[src/rtl/branch_predictor.sv]
// Direct-mapped branch target buffer with 2-bit saturating counters.
// Fetch-stage lookup is combinational. Each prediction rides alongside its
// instruction through Decode and Execute. Execute compares the prediction
// against the resolved outcome to flag a mispredict and supply the corrected
// PC. It also trains the BTB.
module branch_predictor #(
    parameter int INDEX_BITS = 6
) (
    input  logic        clk,
    input  logic        rst,
    input  logic [31:0] PCF,
    input  logic        StallDecode,
    input  logic        FlushDecode,
    input  logic        StallExecute,
    input  logic        FlushExecute,
    input  logic        BranchE,
    input  logic        JumpE,
    input  logic        TakenE,
    input  logic [31:0] PCE,
    input  logic [31:0] PCTargetE,
    output logic        PredictTakenF,
    output logic [31:0] PredictTargetF,
    output logic        branch_mispredict_o,
    output logic [31:0] CorrectPCE
);

    localparam int ENTRIES = 1 << INDEX_BITS;
    localparam int TAG_W   = 32 - INDEX_BITS - 2;

    // BTB storage; only the valid bits are reset
    logic [ENTRIES-1:0] valid;
    logic [TAG_W-1:0]   tag_mem    [ENTRIES];
    logic [31:0]        target_mem [ENTRIES];
    logic [1:0]         ctr_mem    [ENTRIES];

    // Prediction carried with the instruction: _p1 = Decode, _p2 = Execute
    logic        pt_p1;
    logic [31:0] ptgt_p1;
    logic        pt_p2;
    logic [31:0] ptgt_p2;

    logic [INDEX_BITS-1:0] idx_f;
    logic [TAG_W-1:0]      tag_f;
    logic                  hit_f;
    logic [INDEX_BITS-1:0] idx_e;
    logic [TAG_W-1:0]      tag_e;
    logic                  hit_e;
    logic                  taken_e;
    logic                  upd_en;

    function automatic logic [1:0] ctr_inc(input logic [1:0] c);
        return (c == 2'b11) ? c : c + 2'd1;
    endfunction

    function automatic logic [1:0] ctr_dec(input logic [1:0] c);
        return (c == 2'b00) ? c : c - 2'd1;
    endfunction

    // Fetch lookup: zero-latency, no bypass of a same-cycle update
    assign idx_f          = PCF[INDEX_BITS+1:2];
    assign tag_f          = PCF[31:INDEX_BITS+2];
    assign hit_f          = valid[idx_f] && (tag_mem[idx_f] == tag_f);
    assign PredictTakenF  = hit_f && ctr_mem[idx_f][1];
    assign PredictTargetF = PredictTakenF ? target_mem[idx_f] : PCF + 32'd4;

    // Execute resolve: JAL is always taken; a stale pt=1 on a non-branch
    // mispredicts back to the fall-through PC
    assign taken_e             = JumpE | (BranchE & TakenE);
    assign CorrectPCE          = taken_e ? PCTargetE : PCE + 32'd4;
    assign branch_mispredict_o = (pt_p2 != taken_e) ||
                                 (taken_e && pt_p2 && (ptgt_p2 != PCTargetE));

    assign idx_e  = PCE[INDEX_BITS+1:2];
    assign tag_e  = PCE[31:INDEX_BITS+2];
    assign hit_e  = valid[idx_e] && (tag_mem[idx_e] == tag_e);
    // Holding off while Execute stalls gives exactly one update per branch
    assign upd_en = (BranchE | JumpE) & ~StallExecute;

    // F->D prediction register
    always_ff @(posedge clk) begin
        if (rst || FlushDecode) begin
            pt_p1   <= 1'b0;
            ptgt_p1 <= 32'd0;
        end else if (!StallDecode) begin
            pt_p1   <= PredictTakenF;
            ptgt_p1 <= PredictTargetF;
        end
    end

    // ---- Decode / Execute boundary ----
    // D->E prediction register
    always_ff @(posedge clk) begin
        if (rst || FlushExecute) begin
            pt_p2   <= 1'b0;
            ptgt_p2 <= 32'd0;
        end else if (!StallExecute) begin
            pt_p2   <= pt_p1;
            ptgt_p2 <= ptgt_p1;
        end
    end

    // Valid bits: cleared on reset, set when a taken miss allocates
    always_ff @(posedge clk) begin
        if (rst) begin
            valid <= '0;
        end else if (upd_en && taken_e && !hit_e) begin
            valid[idx_e] <= 1'b1;
        end
    end

    // Tag/target/counter training; an update coinciding with reset is dropped
    always_ff @(posedge clk) begin
        if (!rst && upd_en) begin
            if (hit_e) begin
                if (taken_e) begin
                    ctr_mem[idx_e]    <= ctr_inc(ctr_mem[idx_e]);
                    target_mem[idx_e] <= PCTargetE;
                end else begin
                    ctr_mem[idx_e]    <= ctr_dec(ctr_mem[idx_e]);
                end
            end else if (taken_e) begin
                tag_mem[idx_e]    <= tag_e;
                target_mem[idx_e] <= PCTargetE;
                ctr_mem[idx_e]    <= 2'b10;
            end
        end
    end

endmodule

[config.mk]
export PLATFORM = sky130hd
export DESIGN_NAME = branch_predictor
export DESIGN_NICKNAME = d
export VERILOG_FILES = /design/src/rtl/branch_predictor.sv
export SDC_FILE = /design/constraint.sdc
export NUM_CORES = 2
export LEC_CHECK = 0
export CAP_MARGIN = 5
export CORE_MARGIN = 5
export CORE_UTILIZATION = 56
export DETAILED_ROUTE_END_ITERATION = 6
export PLACE_DENSITY_LB_ADDON = 0.25
export SYNTH_ARGS = -nofsm -noshare
export SYNTH_HDL_FRONTEND = slang
export SYNTH_SLANG_ARGS = --single-unit
[constraint.sdc]
create_clock -name clk -period 12.7 [get_ports clk]
set_input_delay 3.175 -clock clk [delete_from_list [all_inputs] [get_ports clk]]
set_output_delay 3.175 -clock clk [all_outputs]
set_load 0.02 [all_outputs]
==> results by group <==
Pwr
  – Portion of total power attributed to the clock network: around 41%
  – Worst voltage drop across the vdd grid: approximately 0.00017 V
  – Overall power of the completed layout: 27.2 mW
  – Part of the total power dissipated in combinational logic: 7.9%
  – Sequential share of power: 51.3%
  – Switching power as a share of total power: 23.2%
  – Leakage component of the power: 58.0 nW
  – Switching power: 6.32 mW
  – Internal portion of total power: about 21 mW
  – Pwr dens: 148 mW/mm^2

Route
  – Number of DRC markers in iteration 0: 20195
  – Number of optimization iterations in the first detailed-route pass: 7
  – Via count normalized by instance count: 7.78
  – Total Wirelength: 613000 um
  – Remaining design rule violation count: roughly 90
  – Antenna Violating Nets Remaining: 0
  – Average wire length per cell after detail routing: 46.7 um
  – Total via count in the routed design: 102056

Logic synthesis
  – Synthesis Warnings: 0
  – Synth async-reset ratio: 0%
  – Flip-flop cell with the highest count after synthesis: sky130_fd_sc_hd__edfxtp_1
  – Synthesized flop and latch total: 3842
  – Area fraction of the dominant cell type after synthesis: 68.0%
  – Most area-consuming cells after synthesis: sky130_fd_sc_hd__edfxtp_1, sky130_fd_sc_hd__mux4_2, sky130_fd_sc_hd__mux2i_1
  – Post-Synthesis Cell Area: 0.164 sq mm
  – Synthesized instance count: 8502
  – Synthesized Nets: 8610
  – Per-instance average area after synthesis: between 15 and 20 sq um
  – Post-synth EDFFs: between 3000 and 4000
  – Portion of the post-synthesis area used by sequential elements: 69.6%
  – Number of distinct library cells after synthesis: 86
  – Synth area leader: sky130_fd_sc_hd__edfxtp_1

Setup path
  – Maximum net fanout on the critical path: 76
  – Launch point of the worst reg-to-reg path: tag_mem[59][17]
  – Required time of the worst setup path: 9520 ps
  – Critical Path Source: PCF[2]
  – Biggest cell delay along the critical path: 850 ps
  – CP most frequent cell: sky130_fd_sc_hd__buf_4
  – Signal arrival time at the worst endpoint: around 9300 ps
  – Buf/Inv on CP: 6
  – Critical Path Source Type: input port
  – CP Class: input port to output port
  – CP top delay family: buffers and inverters
  – Cell Chain, Critical Path: buf_16, buf_12, buf_4, nand2_1, o21ai_0, a211oi_1, a2111oi_0, buf_4, o311ai_0, o41ai_1, a211oi_1, and4_1, nand4_1, buf_4, mux2_2, clkdlybuf4s50_1
  – Endpoint class of the critical path: output port
  – Cell with the largest stage delay on the worst path: sky130_fd_sc_hd__a2111oi_0

CTS
  – Quantity of gates resized following cts: 0
  – Worst-path clk slew: about 60 ps
  – Latest clock arrival within the worst-skew pair: 970 ps
  – Hold buffer count at cts: 0
  – Cell chosen for the clock root: sky130_fd_sc_hd__clkbuf_16
  – CTS max path bufs: 4
  – TritonCTS buffer count: 383
  – # H-tree levels: 5
  – TritonCTS clock tree: done
  – TritonCTS Sinks: 3842
  – Number of post-CTS setup repair buffers: 0

Run status
  – Run status: complete, but fails checks
  – Failing checks: design-rule violations, max-capacitance violations

Floorplan
  – Starting Density: 56.3%
  – Area of the core: 0.291 sq mm
  – I/O Pins: 171
  – Total Die Area: 0.304 sq mm
  – Die Span X: about 550 um
  – Count of standard-cell rows: 198
  – Die Y-Extent: 551 um

Layout
  – Layout overhead on the synthesized area: 12.3%
  – Total Nets Final: 8986
  – Number of fillers in the final layout: 19714
  – Storage cell area: 0.114 sq mm
  – Most frequent cells in the layout: sky130_fd_sc_hd__edfxtp_1, sky130_fd_sc_hd__mux4_2, sky130_fd_sc_hd__buf_4
  – Proportion of layout cells with a drive suffix above 1: 29.4%
  – Commonest non-fill, non-tap cell in the layout: sky130_fd_sc_hd__edfxtp_1
  – Multi-input combinational cell area: 0.0475 sq mm

Timing
  – Relative slew slack: less than 1%
  – Slew Viols, Final: 0
  – Setup repair after global routing missed its margin: no
  – Clock tree skew after final layout: 78.1 ps
  – Number of setup violations in the final report: 0
  – Final period util: 98.5%
  – Actual slew at the worst max-slew pin: 1500 ps
  – Peak clock frequency supported by timing: 79.9 MHz
  – Count of endpoints failing hold in the final timing report: 0
  – Post-route minimum period: 12510 ps
  – TNS Setup: 0 ps

Global route
  – Wire length of the first global-routing pass: 824000 um
  – Remaining global-route overflow: 0
  – Via count of the first global-routing pass: roughly 98000
  – Initial antenna violation count: 54
  – Largest net degree at the start of global routing: 110
  – Global routing usage summed across all routing layers: 40.1%

Placed design
  – Number of buffer cells added on primary ports: 170
  – Final weighted congestion in routability-driven placement: 1.04
  – Estimated wirelength of the detail-placed design: 363000 um

Flow run
  – Max-capacitance violation count: 1

Min path
  – Beginning of the worst hold path: pt_p1
  – Class of the most critical hold timing path: register to register
[kinds of logic after synthesis]
| kind of cell | after synthesis | share of synthesized area (%) |
|---|---|---|
| DFF | 3842 | 69.6 |
| muxes | 1738 | 19.8 |
| AOI/OAI and AO/OA | 1131 | 4.91 |
| and+or+nand+nor | 933 | 2.85 |
| buffers and inverters | 722 | 2.20 |
| xor gates and xnor gates | 133 | 0.710 |
| adders and majority gates | 3 | 0.0229 |
[per-stage QoR]
stage | instances | utilization [%] | hold slack [ps] | cell area, sq um | setup WS [ps]
global route | 13079 | 63.2 | 466 | 184000 | 382
floorplan | 8502 | - | 431 | 164000 | 3030
CTS | 13073 | 63.2 | 450 | 184000 | 563
detailed placement | 12392 | 59.1 | 442 | 172000 | 602
global placement | 12391 | 59.1 | 440 | 172000 | 521
finish | 13124 | 63.2 | 451 | 184000 | 188
[worst min-delay path: stages, from the launching register on]
cell and delay [ps]:
sky130_fd_sc_hd__dfxtp_1 310, sky130_fd_sc_hd__nand2_1 50, sky130_fd_sc_hd__a21oi_1 50
[cell type report]
| cell class | instances | share of cell area [%] |
|---|---|---|
| multi-input cells | 3938 | 25.8 |
| inverters | 79 | 0.168 |
| repair buffers | 634 | 2.91 |
| flip-flops and latches | 3842 | 61.9 |
| well taps | 3900 | 2.65 |
| clock inverters | 212 | 1.01 |
| diodes | 50 | 0.0679 |
| clock buffers | 469 | 5.51 |
[final timing paths]
path,slack (ps),cells past startpoint,endpoint
setup / recovery,190,16,PredictTargetF[30]
hold / removal,450,2,pt_p1
setup reg to reg,6160,15,tag_mem[55][5]
hold reg to reg,450,2,pt_p1
[Yosys cell counts (7+ instances only)]
master,instances
sky130_fd_sc_hd__buf_2,228
sky130_fd_sc_hd__nor2_1,290
sky130_fd_sc_hd__a31oi_1,64
sky130_fd_sc_hd__a221oi_1,146
sky130_fd_sc_hd__a21oi_1,143
sky130_fd_sc_hd__clkbuf_1,245
sky130_fd_sc_hd__and3b_1,7
sky130_fd_sc_hd__mux2i_1,391
sky130_fd_sc_hd__a32oi_1,7
sky130_fd_sc_hd__nor3_2,58
sky130_fd_sc_hd__nor4_1,27
sky130_fd_sc_hd__o22a_1,18
sky130_fd_sc_hd__a221o_1,51
sky130_fd_sc_hd__mux4_2,1182
sky130_fd_sc_hd__and2_1,15
sky130_fd_sc_hd__inv_1,76
sky130_fd_sc_hd__nor2b_1,29
sky130_fd_sc_hd__buf_6,42
sky130_fd_sc_hd__o211ai_1,13
sky130_fd_sc_hd__nand4_1,36
sky130_fd_sc_hd__or2_2,10
sky130_fd_sc_hd__and3_1,20
sky130_fd_sc_hd__nand3b_1,9
sky130_fd_sc_hd__xor2_1,82
sky130_fd_sc_hd__nor3_1,35
sky130_fd_sc_hd__o21ai_0,135
sky130_fd_sc_hd__nand3_1,71
sky130_fd_sc_hd__xnor2_1,51
sky130_fd_sc_hd__o2bb2ai_1,16
sky130_fd_sc_hd__buf_1,49
sky130_fd_sc_hd__dfxtp_1,130
sky130_fd_sc_hd__o21a_1,8
sky130_fd_sc_hd__mux2_2,158
sky130_fd_sc_hd__o22ai_1,162
sky130_fd_sc_hd__mux2_1,7
sky130_fd_sc_hd__a222oi_1,11
sky130_fd_sc_hd__a22o_1,48
sky130_fd_sc_hd__o221ai_1,15
sky130_fd_sc_hd__buf_4,78
sky130_fd_sc_hd__a211oi_1,20
sky130_fd_sc_hd__edfxtp_1,3712
sky130_fd_sc_hd__nand2b_1,41
sky130_fd_sc_hd__nand2_1,253
sky130_fd_sc_hd__a22oi_1,220
[power by group through the flow]
| stage | Combinational (mW) | Clock (mW) | Sequential [mW] |
|---|---|---|---|
| floorplan | 1.08 | 0 | 14.2 |
| global placement | 2.04 | 0 | 14.2 |
| detailed placement | 2.06 | 0 | 14.2 |
| CTS | 2.07 | 11.1 | 14.0 |
| global route | 2.16 | 11.7 | 13.9 |
| finish | 2.16 | 11.1 | 14.0 |
[flip-flops by register name (all words and copies together) (netlist names)]
signal,count
valid,64
pt_p2,1
ptgt_p2,32
ptgt_p1,32
target_mem,2048
pt_p1,1
tag_mem,1536
ctr_mem,128
[routing by layer]
| metal | GRT usage (%) | routed length (um) | vias up |
|---|---|---|---|
| met5 | 0.954 | 417 | - |
| met4 | 31.5 | 63500 | 38 |
| met3 | 16.9 | 98900 | 2863 |
| met2 | 56.9 | 262000 | 10419 |
| met1 | 48.3 | 189000 | 52119 |
| li1 | - | - | 36617 |
No activity file was read; power rests on OpenSTA's default activity.
